### src/rtl/board_pkg.sv
// Shared board constants: highlight mode encodings and default cell geometry
// for a 3x3 board drawn on an XGA-sized raster.
package board_pkg;

    typedef enum logic [1:0] {
        MODE_OFF    = 2'd0,
        MODE_SOLID  = 2'd1,
        MODE_BLINK  = 2'd2,
        MODE_BORDER = 2'd3
    } mode_t;

    localparam int COORD_W          = 12;
    localparam int GRID_N_DEF       = 3;
    localparam int ORIGIN_X_DEF     = 1;
    localparam int ORIGIN_Y_DEF     = 3;
    localparam int CELL_W_DEF       = 339;
    localparam int CELL_H_DEF       = 249;
    localparam int PITCH_X_DEF      = 342;
    localparam int PITCH_Y_DEF      = 256;
    localparam int BORDER_W_DEF     = 8;
    localparam int BLINK_FRAMES_DEF = 30;
    localparam logic [11:0] HL_COLOR_DEF = 12'hff0;

    // Inclusive range test on unsigned coordinates.
    function automatic logic in_span(
        input logic [COORD_W-1:0] v,
        input logic [COORD_W-1:0] lo,
        input logic [COORD_W-1:0] hi
    );
        return (v >= lo) && (v <= hi);
    endfunction

endpackage

### src/rtl/frame_blinker.sv
// Per-frame timing: vsync rising-edge strobe, frame counter and blink phase.
// Entering BLINK restarts the sequence with the highlight visible.
module frame_blinker #(
    parameter int BLINK_FRAMES = 30
) (
    input  logic pclk,
    input  logic rst,
    input  logic vsync_in,
    input  logic enter_blink,
    output logic frame_start,
    output logic blink_phase
);

    localparam int CNT_W = (BLINK_FRAMES > 1) ? $clog2(BLINK_FRAMES) : 1;
    localparam logic [CNT_W-1:0] CNT_LAST = CNT_W'(BLINK_FRAMES - 1);

    logic             vsync_prev_r;
    logic [CNT_W-1:0] frame_cnt_r;
    logic             blink_phase_r;

    assign frame_start = vsync_in & ~vsync_prev_r;
    assign blink_phase = blink_phase_r;

    // Previous-cycle vsync for edge detection.
    always_ff @(posedge pclk or posedge rst) begin
        if (rst) begin
            vsync_prev_r <= 1'b0;
        end else begin
            vsync_prev_r <= vsync_in;
        end
    end

    // Frame counter and blink phase, advanced once per frame.
    always_ff @(posedge pclk or posedge rst) begin
        if (rst) begin
            frame_cnt_r   <= '0;
            blink_phase_r <= 1'b0;
        end else if (frame_start) begin
            if (enter_blink) begin
                frame_cnt_r   <= '0;
                blink_phase_r <= 1'b1;
            end else if (frame_cnt_r == CNT_LAST) begin
                frame_cnt_r   <= '0;
                blink_phase_r <= ~blink_phase_r;
            end else begin
                frame_cnt_r   <= frame_cnt_r + {{(CNT_W-1){1'b0}}, 1'b1};
            end
        end else begin
            frame_cnt_r   <= frame_cnt_r;
            blink_phase_r <= blink_phase_r;
        end
    end

endmodule

### src/rtl/draw_cell_highlight.sv
// Two-stage video overlay that highlights one board cell (solid, blinking or
// border) on a passing raster; cell and mode are sampled once per frame.
module draw_cell_highlight
    import board_pkg::*;
#(
    parameter int GRID_N       = GRID_N_DEF,
    parameter int ORIGIN_X     = ORIGIN_X_DEF,
    parameter int ORIGIN_Y     = ORIGIN_Y_DEF,
    parameter int CELL_W       = CELL_W_DEF,
    parameter int CELL_H       = CELL_H_DEF,
    parameter int PITCH_X      = PITCH_X_DEF,
    parameter int PITCH_Y      = PITCH_Y_DEF,
    parameter int BORDER_W     = BORDER_W_DEF,
    parameter int BLINK_FRAMES = BLINK_FRAMES_DEF,
    parameter logic [11:0] HL_COLOR = HL_COLOR_DEF
) (
    input  logic        pclk,
    input  logic        rst,
    input  logic [10:0] hcount_in,
    input  logic [10:0] vcount_in,
    input  logic        hsync_in,
    input  logic        hblnk_in,
    input  logic        vsync_in,
    input  logic        vblnk_in,
    input  logic [11:0] rgb_in,
    input  logic [3:0]  cell_sel,
    input  logic [1:0]  mode,
    output logic [10:0] hcount_out,
    output logic [10:0] vcount_out,
    output logic        hsync_out,
    output logic        hblnk_out,
    output logic        vsync_out,
    output logic        vblnk_out,
    output logic [11:0] rgb_out
);

    logic [3:0]  sel_r;
    mode_t       mode_r;
    logic        frame_start_s;
    logic        blink_phase_s;
    logic        enter_blink_s;

    logic [COORD_W-1:0] sel_s, row_s, col_s, x_s, y_s;
    logic [COORD_W-1:0] x0_s, x1_s, y0_s, y1_s;
    logic               sel_valid_s, inside_s, edge_s, hl_s;

    logic [10:0] hcount_r, vcount_r;
    logic        hsync_r, hblnk_r, vsync_r, vblnk_r, hl_r;
    logic [11:0] rgb_r;

    assign enter_blink_s = (mode_t'(mode) == MODE_BLINK) && (mode_r != MODE_BLINK);

    frame_blinker #(
        .BLINK_FRAMES (BLINK_FRAMES)
    ) u_frame_blinker (
        .pclk        (pclk),
        .rst         (rst),
        .vsync_in    (vsync_in),
        .enter_blink (enter_blink_s),
        .frame_start (frame_start_s),
        .blink_phase (blink_phase_s)
    );

    // Shadow copies of cell/mode, so a frame never changes mid-scan.
    always_ff @(posedge pclk or posedge rst) begin
        if (rst) begin
            sel_r  <= 4'd0;
            mode_r <= MODE_OFF;
        end else if (frame_start_s) begin
            sel_r  <= cell_sel;
            mode_r <= mode_t'(mode);
        end else begin
            sel_r  <= sel_r;
            mode_r <= mode_r;
        end
    end

    // Cell bounds and per-pixel hit decision for the current mode.
    always_comb begin
        sel_s       = {8'd0, sel_r};
        row_s       = sel_s / COORD_W'(GRID_N);
        col_s       = sel_s % COORD_W'(GRID_N);
        x0_s        = COORD_W'(ORIGIN_X) + col_s * COORD_W'(PITCH_X);
        y0_s        = COORD_W'(ORIGIN_Y) + row_s * COORD_W'(PITCH_Y);
        x1_s        = x0_s + COORD_W'(CELL_W - 1);
        y1_s        = y0_s + COORD_W'(CELL_H - 1);
        x_s         = {1'b0, hcount_in};
        y_s         = {1'b0, vcount_in};
        sel_valid_s = sel_s < COORD_W'(GRID_N * GRID_N);
        inside_s    = sel_valid_s && in_span(x_s, x0_s, x1_s) && in_span(y_s, y0_s, y1_s);
        // Right/bottom tests add to the pixel rather than subtract from the
        // far edge so a narrow cell cannot underflow.
        edge_s      = (x_s < x0_s + COORD_W'(BORDER_W)) ||
                      (x_s + COORD_W'(BORDER_W) > x1_s) ||
                      (y_s < y0_s + COORD_W'(BORDER_W)) ||
                      (y_s + COORD_W'(BORDER_W) > y1_s);
        hl_s        = 1'b0;
        case (mode_r)
            MODE_OFF:    hl_s = 1'b0;
            MODE_SOLID:  hl_s = inside_s;
            MODE_BLINK:  hl_s = inside_s && blink_phase_s;
            MODE_BORDER: hl_s = inside_s && edge_s;
            default:     hl_s = 1'b0;
        endcase
    end

    // Stage 1: timing, colour and hit flag aligned together.
    always_ff @(posedge pclk or posedge rst) begin
        if (rst) begin
            hcount_r <= 11'd0;
            vcount_r <= 11'd0;
            hsync_r  <= 1'b0;
            hblnk_r  <= 1'b0;
            vsync_r  <= 1'b0;
            vblnk_r  <= 1'b0;
            rgb_r    <= 12'd0;
            hl_r     <= 1'b0;
        end else begin
            hcount_r <= hcount_in;
            vcount_r <= vcount_in;
            hsync_r  <= hsync_in;
            hblnk_r  <= hblnk_in;
            vsync_r  <= vsync_in;
            vblnk_r  <= vblnk_in;
            rgb_r    <= rgb_in;
            hl_r     <= hl_s;
        end
    end

    // Stage 2: colour mux; blanking always passes the source colour.
    always_ff @(posedge pclk or posedge rst) begin
        if (rst) begin
            hcount_out <= 11'd0;
            vcount_out <= 11'd0;
            hsync_out  <= 1'b0;
            hblnk_out  <= 1'b0;
            vsync_out  <= 1'b0;
            vblnk_out  <= 1'b0;
            rgb_out    <= 12'd0;
        end else begin
            hcount_out <= hcount_r;
            vcount_out <= vcount_r;
            hsync_out  <= hsync_r;
            hblnk_out  <= hblnk_r;
            vsync_out  <= vsync_r;
            vblnk_out  <= vblnk_r;
            if (hl_r && !hblnk_r && !vblnk_r) begin
                rgb_out <= HL_COLOR;
            end else begin
                rgb_out <= rgb_r;
            end
        end
    end

endmodule

### config.mk
export PLATFORM = sky130hd
export DESIGN_NAME = draw_cell_highlight
export DESIGN_NICKNAME = d
export VERILOG_FILES = /design/src/rtl/board_pkg.sv /design/src/rtl/frame_blinker.sv /design/src/rtl/draw_cell_highlight.sv
export SDC_FILE = /design/constraint.sdc
export NUM_CORES = 1
export LEC_CHECK = 0
export BUFFER_PORTS_ARGS = -buffer_cell sky130_fd_sc_hd__buf_2
export CELL_PAD_IN_SITES_DETAIL_PLACEMENT = 1
export CELL_PAD_IN_SITES_GLOBAL_PLACEMENT = 1
export CORE_ASPECT_RATIO = 0.5
export CORE_MARGIN = 4
export CORE_UTILIZATION = 50
export CTS_BUF_LIST = sky130_fd_sc_hd__clkbuf_4
export CTS_CLUSTER_DIAMETER = 150
export DETAILED_ROUTE_END_ITERATION = 8
export PLACE_DENSITY_LB_ADDON = 0.3
export SYNTH_ARGS = -nofsm -noshare
export SYNTH_HDL_FRONTEND = slang
export SYNTH_SLANG_ARGS = --single-unit
### constraint.sdc
create_clock -name pclk -period 11.4 [get_ports pclk]
set_input_delay 1.14 -clock pclk [delete_from_list [all_inputs] [get_ports pclk]]
set_output_delay 1.14 -clock pclk [all_outputs]
set_load 0.005 [all_outputs]
==> metrics, run 1 <==
CP max-delay cell=a21boi_1; Min-Delay Path Class=register to register; setup TNS=0 ps; Post-DP Area=6370 um2; share of the synthesized area in the top cell type=0.383; Worst path top cell family by delay=adder cells; Post-Syn Nets=699; status=finished clean; Placed Cells=795; post-route cell area=6520 um2; number of synthesized flops with an enable pin=0; #FFs+latches synth=89; final wirelength=about 15 mm; Die Area=approximately 14000 um2; largest net degree at the start of global routing=90; n_diodes=0; First-pass DRT Iterations=4; non-filler cells, final=just over 800; number of buffers created by CTS=9; area of the mapped netlist=approximately 5800 um2; Main synth FF type=dfrtp_1; clk_skew=around 17 ps; sequential-to-total area share from yosys stat=0.383; latest clock arrival within the worst-skew pair=~440 ps; # nets final=between 700 and 800; CTS tree=done; Antenna Violating Nets Remaining=0; RSZ-0062 raised after global routing=no; synthesized instance count=between 500 and 600; most used cell, CP=ha_1; Rows=27; via count=about 4500; Sequential Area=about 2200 um2; drt drc=0; crit path launch type=register; crit share post-route=0.773; worst path required time=about 12000 ps; Initial Util=0.520; post-cts resize count=0; Clock Tree Buf Depth=2; Synth area leader=dfrtp_1; hold_buf cts=0; asr flop ratio synth=1.00; yosys warns=0; Boundary Pins=84; Die H=about 84 um; WP buf/inv=4; Crit. End Element=register; Port Buf Inserts=83; post-route worst setup slack=roughly 2600 ps; synthesis-to-finish area growth=12.0%; share of cells above drive strength 1=0.201; Total GRT Usage=0.226; Crit path largest cell delay=around 720 ps; minimum clock period=8820 ps; clock-pin transition on the worst setup and hold timing paths=~150 ps; final setup fails=0; core footprint=11200 um2; Worst Path Arrival=approximately 9200 ps; max cap viols=0; initial antenna violation count=0; vias per inst=5.53; Chip Width=about 160 um; Post-CTS Repair Setup Buffers=0; root buf cell=clkbuf_4; multi-input logic area=roughly 3300 um2; Mapped Avg Cell Area=between 10 and 15 um2; Peak Freq=approximately 0.11 GHz; Setup WS pre-CTS=2720 ps; Synth cell types=74; post-DR wirelength/cell=between 15 and 20 um; clock sink total=between 80 and 90; Max Slew Vio Count=0; Fill cells=1312; Slew HR=0.260; post-DP HPWL=around 12 mm; placer congestion estimate=between 0.8 and 0.9; DRT iter0 DRCs=~220; final hold violation count=0; vias in the first global route=4909; htree depth=3; Slew @ Worst Pin=1110 ps; grt ovf=0; Synth area leaders=dfrtp_1 38%, ha_1 17%, fa_1 4.5%; Critical Path Fanout Max=15; Crit Path Category=register to register; first-pass GRT wire length=approximately 25 mm
-- metrics by stage --
step | utilization | hold WS (ps)
finish | 0.583 | 353
global route | 0.583 | 366
CTS | 0.583 | 358
detailed placement | 0.570 | 336
global placement | 0.570 | 331
floorplan | - | 331
-- cell type report --
type	instances	share of cell area
Sequential cell	89	0.342
Timing Repair Buffer	84	0.0649
Multi-Input combinational cell	408	0.508
Clock buffer	9	0.0104
Clock inverter	7	0.0117
Inverter	55	0.0326
Tap cell	159	0.0305
-- path summary, 6_finish.rpt --
check / startpoint / depth (start not counted) / slack [ps] / end
worst max register to register: sel_r[3] / 29 / 2580 / hl_r
max in group asynchronous: rst / 3 / 9670 / vsync_out
worst max-delay path: sel_r[3] / 29 / 2580 / hl_r
worst min-delay path: vcount_r[1] / 0 / 350 / vcount_out[1]
worst min register to register: vcount_r[1] / 0 / 350 / vcount_out[1]
min in group asynchronous: rst / 3 / 1030 / hsync_r
-- Yosys cell counts (2+ instances only) --
cell type and count:
a211o_1 2, a211oi_1 4, a21boi_1 2, a21o_1 11, a21oi_1 27, a311oi_1 3, a31o_2 2, a31oi_1 3
and3_1 7, buf_2 2, buf_6 2, clkbuf_1 4, dfrtp_1 89, fa_1 13, ha_1 77, inv_1 52
nand2_1 37, nand2b_1 12, nand3_1 19, nand3b_1 5, nand4_1 6, nor2_1 21, nor2b_1 10, nor3_1 8
nor3b_1 5, nor4_1 3, o2111ai_1 2, o21a_1 7, o21ai_0 27, o21bai_1 2, o22ai_2 2, o31ai_1 6
or2_2 11, or3_1 2, or3b_1 2, or4_1 2, xnor2_1 28, xor2_1 10
-- metal layers --
layer,global-route usage,part of all wire,up-vias
li1,-,-,2137
met1,0.290,0.46,2252
met2,0.399,0.49,78
met3,0.0407,0.035,20
met4,0.0546,0.013,0
met5,0,0,-
-- cells in the final DEF, fill, tap and decap left out, types with 3 or more instances in the layout --
cell type	n
xor2_1	10
buf_2	83
nand4_1	6
dfrtp_1	89
a21oi_1	27
nor3b_1	5
clkbuf_4	9
or2_2	11
nor2b_1	10
o31ai_1	6
o21a_1	7
a211oi_1	4
nor3_1	8
a31oi_1	3
inv_1	51
nand2b_1	12
nand2_1	37
nor4_1	3
o21ai_0	27
and3_1	7
fa_1	13
xnor2_1	28
a311oi_1	3
nand3_1	19
ha_1	77
nor2_1	21
nand3b_1	5
a21o_1	11
-- sequential cells by signal (all words and copies together), names as in the netlist, 2 cells and up --
| name | cells |
|---|---|
| mode_r | 2 |
| rgb_out | 12 |
| hcount_r | 11 |
| sel_r | 4 |
| u_frame_blinker.frame_cnt_r | 5 |
| vcount_out | 11 |
| rgb_r | 12 |
| vcount_r | 11 |
| hcount_out | 11 |
-- cell families (layout without fill, tap and decap cells) --
family | count (synthesis) | in the layout | synth area share
adder cells (fa/ha/maj) | 91 | 91 | 0.212
AND/OR/NAND/NOR | 160 | 160 | 0.150
XOR/XNOR | 39 | 39 | 0.0611
multiplexers | 1 | 1 | 0.00194
buffers and inverters | 66 | 155 | 0.0478
AO/OA/AOI/OAI | 117 | 117 | 0.144
flip-flops | 89 | 89 | 0.383
Power of run 1 is not shown: default switching activity piles up to over one toggle a cycle in this logic, so the estimate is an artifact.
==> run 2, diff against run 1 <==
--- a/config.mk
+++ b/config.mk
@@ -5,12 +5,13 @@
 export SDC_FILE = /design/constraint.sdc
 export NUM_CORES = 1
 export LEC_CHECK = 0
+export ABC_AREA = 1
 export BUFFER_PORTS_ARGS = -buffer_cell sky130_fd_sc_hd__buf_2
 export CELL_PAD_IN_SITES_DETAIL_PLACEMENT = 1
 export CELL_PAD_IN_SITES_GLOBAL_PLACEMENT = 1
 export CORE_ASPECT_RATIO = 0.5
 export CORE_MARGIN = 4
-export CORE_UTILIZATION = 50
+export CORE_UTILIZATION = 41
 export CTS_BUF_LIST = sky130_fd_sc_hd__clkbuf_4
 export CTS_CLUSTER_DIAMETER = 150
 export DETAILED_ROUTE_END_ITERATION = 8
==> constraint.sdc (replaced) <==
create_clock -name pclk -period 7.25 [get_ports pclk]
set_input_delay 0.725 -clock pclk [delete_from_list [all_inputs] [get_ports pclk]]
set_output_delay 0.725 -clock pclk [all_outputs]
set_load 0.005 [all_outputs]
==> run 2 against run 1 <==
Net effect:
- worst hold slack better by 8.0 ps
- worst setup slack worse by 2100 ps
- routed wire length down 0.88%
- clock skew up 2.5 ps
- flip-flop and latch count unchanged
- highest routed layer unchanged
==> metrics, run 2 <==
Max Slew Vio Count=0 (unchanged); clock-pin transition on the worst setup and hold timing paths=150 ps (about the same); crit share post-route=0.940 (+0.166); final wirelength=14.6 mm (-0.88%); vias per inst=4.88 (-12%); root buf cell=clkbuf_4; Port Buf Inserts=83 (unchanged); yosys warns=0 (unchanged); synth cell count leaders=123 x inv_1, 118 x nand2_1, 89 x dfrtp_1; via count=4695 (+4.6%); max cap viols=0 (unchanged); vias in the first global route=4879 (-0.61%); Die Area=16300 um2 (+21%); post-DP HPWL=12.1 mm (+1.9%); post-DR wirelength/cell=15.2 um (-16%); First-pass DRT Iterations=4 (unchanged); Setup WS pre-CTS=-76.4 ps (-2800 ps); Boundary Pins=84 (unchanged); Main synth FF type=dfrtp_1; placer congestion estimate=0.814 (-6.5%); post-route worst setup slack=437 ps (-2150 ps); share of the synthesized area in the top cell type=0.382 (-0.00115); most used cell, CP=nand2_1; largest net degree at the start of global routing=90 (unchanged); clock sink total=89 (unchanged); Total GRT Usage=0.183 (-0.0432); Synth cell types=45 (-39%); synthesis-to-finish area growth=16.8%; drt drc=0 (unchanged); Fill cells=1665 (+27%); worst path required time=7610 ps (-4120 ps); Slew HR=0.292 (+0.0324); Min-Delay Path Class=register to register; Mapped Avg Cell Area=8.80 um2 (-15%); asr flop ratio synth=1.00 (unchanged); #FFs+latches synth=89 (unchanged); grt ovf=0 (unchanged); Top Registers=rgb_out (12), rgb_r (12); hold depth=0 (unchanged); Chip Width=177 um (+10%); DRT iter0 DRCs=200 (-7.0%); final setup fails=0 (unchanged); # nets final=901 (+15%); n_diodes=0 (unchanged); commonest non-fill, non-tap cell in the layout=inv_1; Slew @ Worst Pin=1060 ps (-46.2 ps); commonest cells after routing, fill and taps aside=119 x inv_1, 114 x nand2_1, 88 x dfrtp_1; Synth area leader=dfrtp_1; initial antenna violation count=0 (unchanged); sequential-to-total area share from yosys stat=0.382 (-0.00115); Initial Util=0.425 (-0.0955); number of synthesized flops with an enable pin=0 (unchanged); latest clock arrival within the worst-skew pair=430 ps (about the same); synthesized instance count=663 (+18%); Synth area leaders=dfrtp_1 38%, ha_1 17%, inv_1 7.9%; top-count cell post-synth=inv_1; Critical Path Fanout Max=7 (-8); final hold violation count=0 (unchanged); CP max-delay cell=fa_1; Rows=30 (+11%); Clock Tree Buf Depth=2 (unchanged); status=finished clean; core footprint=13700 um2 (+23%); minimum clock period=6810 ps (-2000 ps); first-pass GRT wire length=24.2 mm (-1.8%); CTS tree=done; origin of the worst min-delay path=hcount_r[8]; Crit. End Element=register; Crit path largest cell delay=540 ps (-180 ps); crit path launch type=register; number of buffers created by CTS=9 (unchanged); Antenna Violating Nets Remaining=0 (unchanged); htree depth=3 (unchanged); R2R cell count=44 (+52%); Peak Freq=0.147 GHz (+29%); Worst Path Arrival=7170 ps (-1980 ps); WHS Endpoint=hcount_out[8]; clk_skew=19.4 ps (+2.55 ps); Crit Path Category=register to register; slack of the worst reg-to-reg path=440 ps (-2150 ps); Die H=92.3 um (+9.6%); worst r2r src=sel_r[3]; Post-Syn Nets=799 (+14%); share of cells above drive strength 1=0.204 (+0.00298); reg2reg end=hl_r; area of the mapped netlist=5830 um2 (+0.30%)
## run 2: cell count changes after synthesis, moves of 10 or more
cell,before,now
a21oi_1,27,37
inv_1,52,123
nand2_1,37,118
nand2b_1,12,0
nand3_1,19,43
nor2_1,21,37
nor2b_1,10,0
or2_2,11,1
xnor2_1,28,8
xor2_1,10,21
## run 2: how the worst max path moves through the flow
stage / cells after the start / endpoint / slack [ps] / startpoint
3_5_place_dp: 44 / hl_r / -80 / sel_r[3]
5_1_grt: 44 / hl_r / -50 / sel_r[3]
2_1_floorplan: 40 / hl_r / 880 / sel_r[2]
4_1_cts: 45 / hl_r / 20 / sel_r[3]
3_3_place_gp: 42 / hl_r / 360 / sel_r[3]
6_report: 44 / hl_r / 440 / sel_r[3]
## run 2: cell families after synthesis
kind of cell / share of synthesized area
and+or+nand+nor: 0.203
buffers and inverters: 0.0849
adders and majority gates: 0.212
DFF: 0.382
AOI/OAI and AO/OA: 0.0746
xor gates and xnor gates: 0.0435
## run 2: timing repair
action,4_1_cts,5_1_grt
hold buffers,0,0
resized for setup,3,22
setup endpoints to repair,1,1
gates cloned,0,0
pin swaps,0,10
setup buffers,0,8
## run 2: routing by layer
| layer | routed length (um) | GRT usage |
|---|---|---|
| met1 | 7210 | 0.255 |
| met2 | 6780 | 0.307 |
| met3 | 526 | 0.0265 |
| met4 | 91 | 0.0335 |
| met5 | 0 | 0 |
## run 2: area by class of cell
cell class	instances	area [um2]	share of cell area
Timing Repair Buffer	95	505	0.0742
Clock buffer	9	67.6	0.00992
Multi-Input combinational cell	443	3210	0.471
Clock inverter	7	82.6	0.0121
Tap cell	192	240	0.0353
Inverter	127	480	0.0705
Sequential cell	89	2230	0.327
## run 2: through the flow
stage	instance area [um2]	util	instances	TNS, ps	hold WS, ps
6_report	6810	0.496	962	0	361
5_1_grt	6810	0.496	962	-53.9	333
4_1_cts	6660	0.485	954	0	351
3_5_place_dp	6500	0.473	938	-76.4	336
3_3_place_gp	6500	0.473	938	0	332
2_1_floorplan	5830	-	663	0	331
## run 2: worst max-delay path, delay by kind of cell (launching register included)
| kind | cells | cell delay [ps] |
|---|---|---|
| simple gates | 27 | 2730 |
| xor+xnor | 1 | 240 |
| fa+ha+maj | 8 | 2650 |
| buf+inv | 6 | 410 |
| flops | 1 | 480 |
| compound gates | 2 | 230 |
Power of run 2 is left out for the same reason.
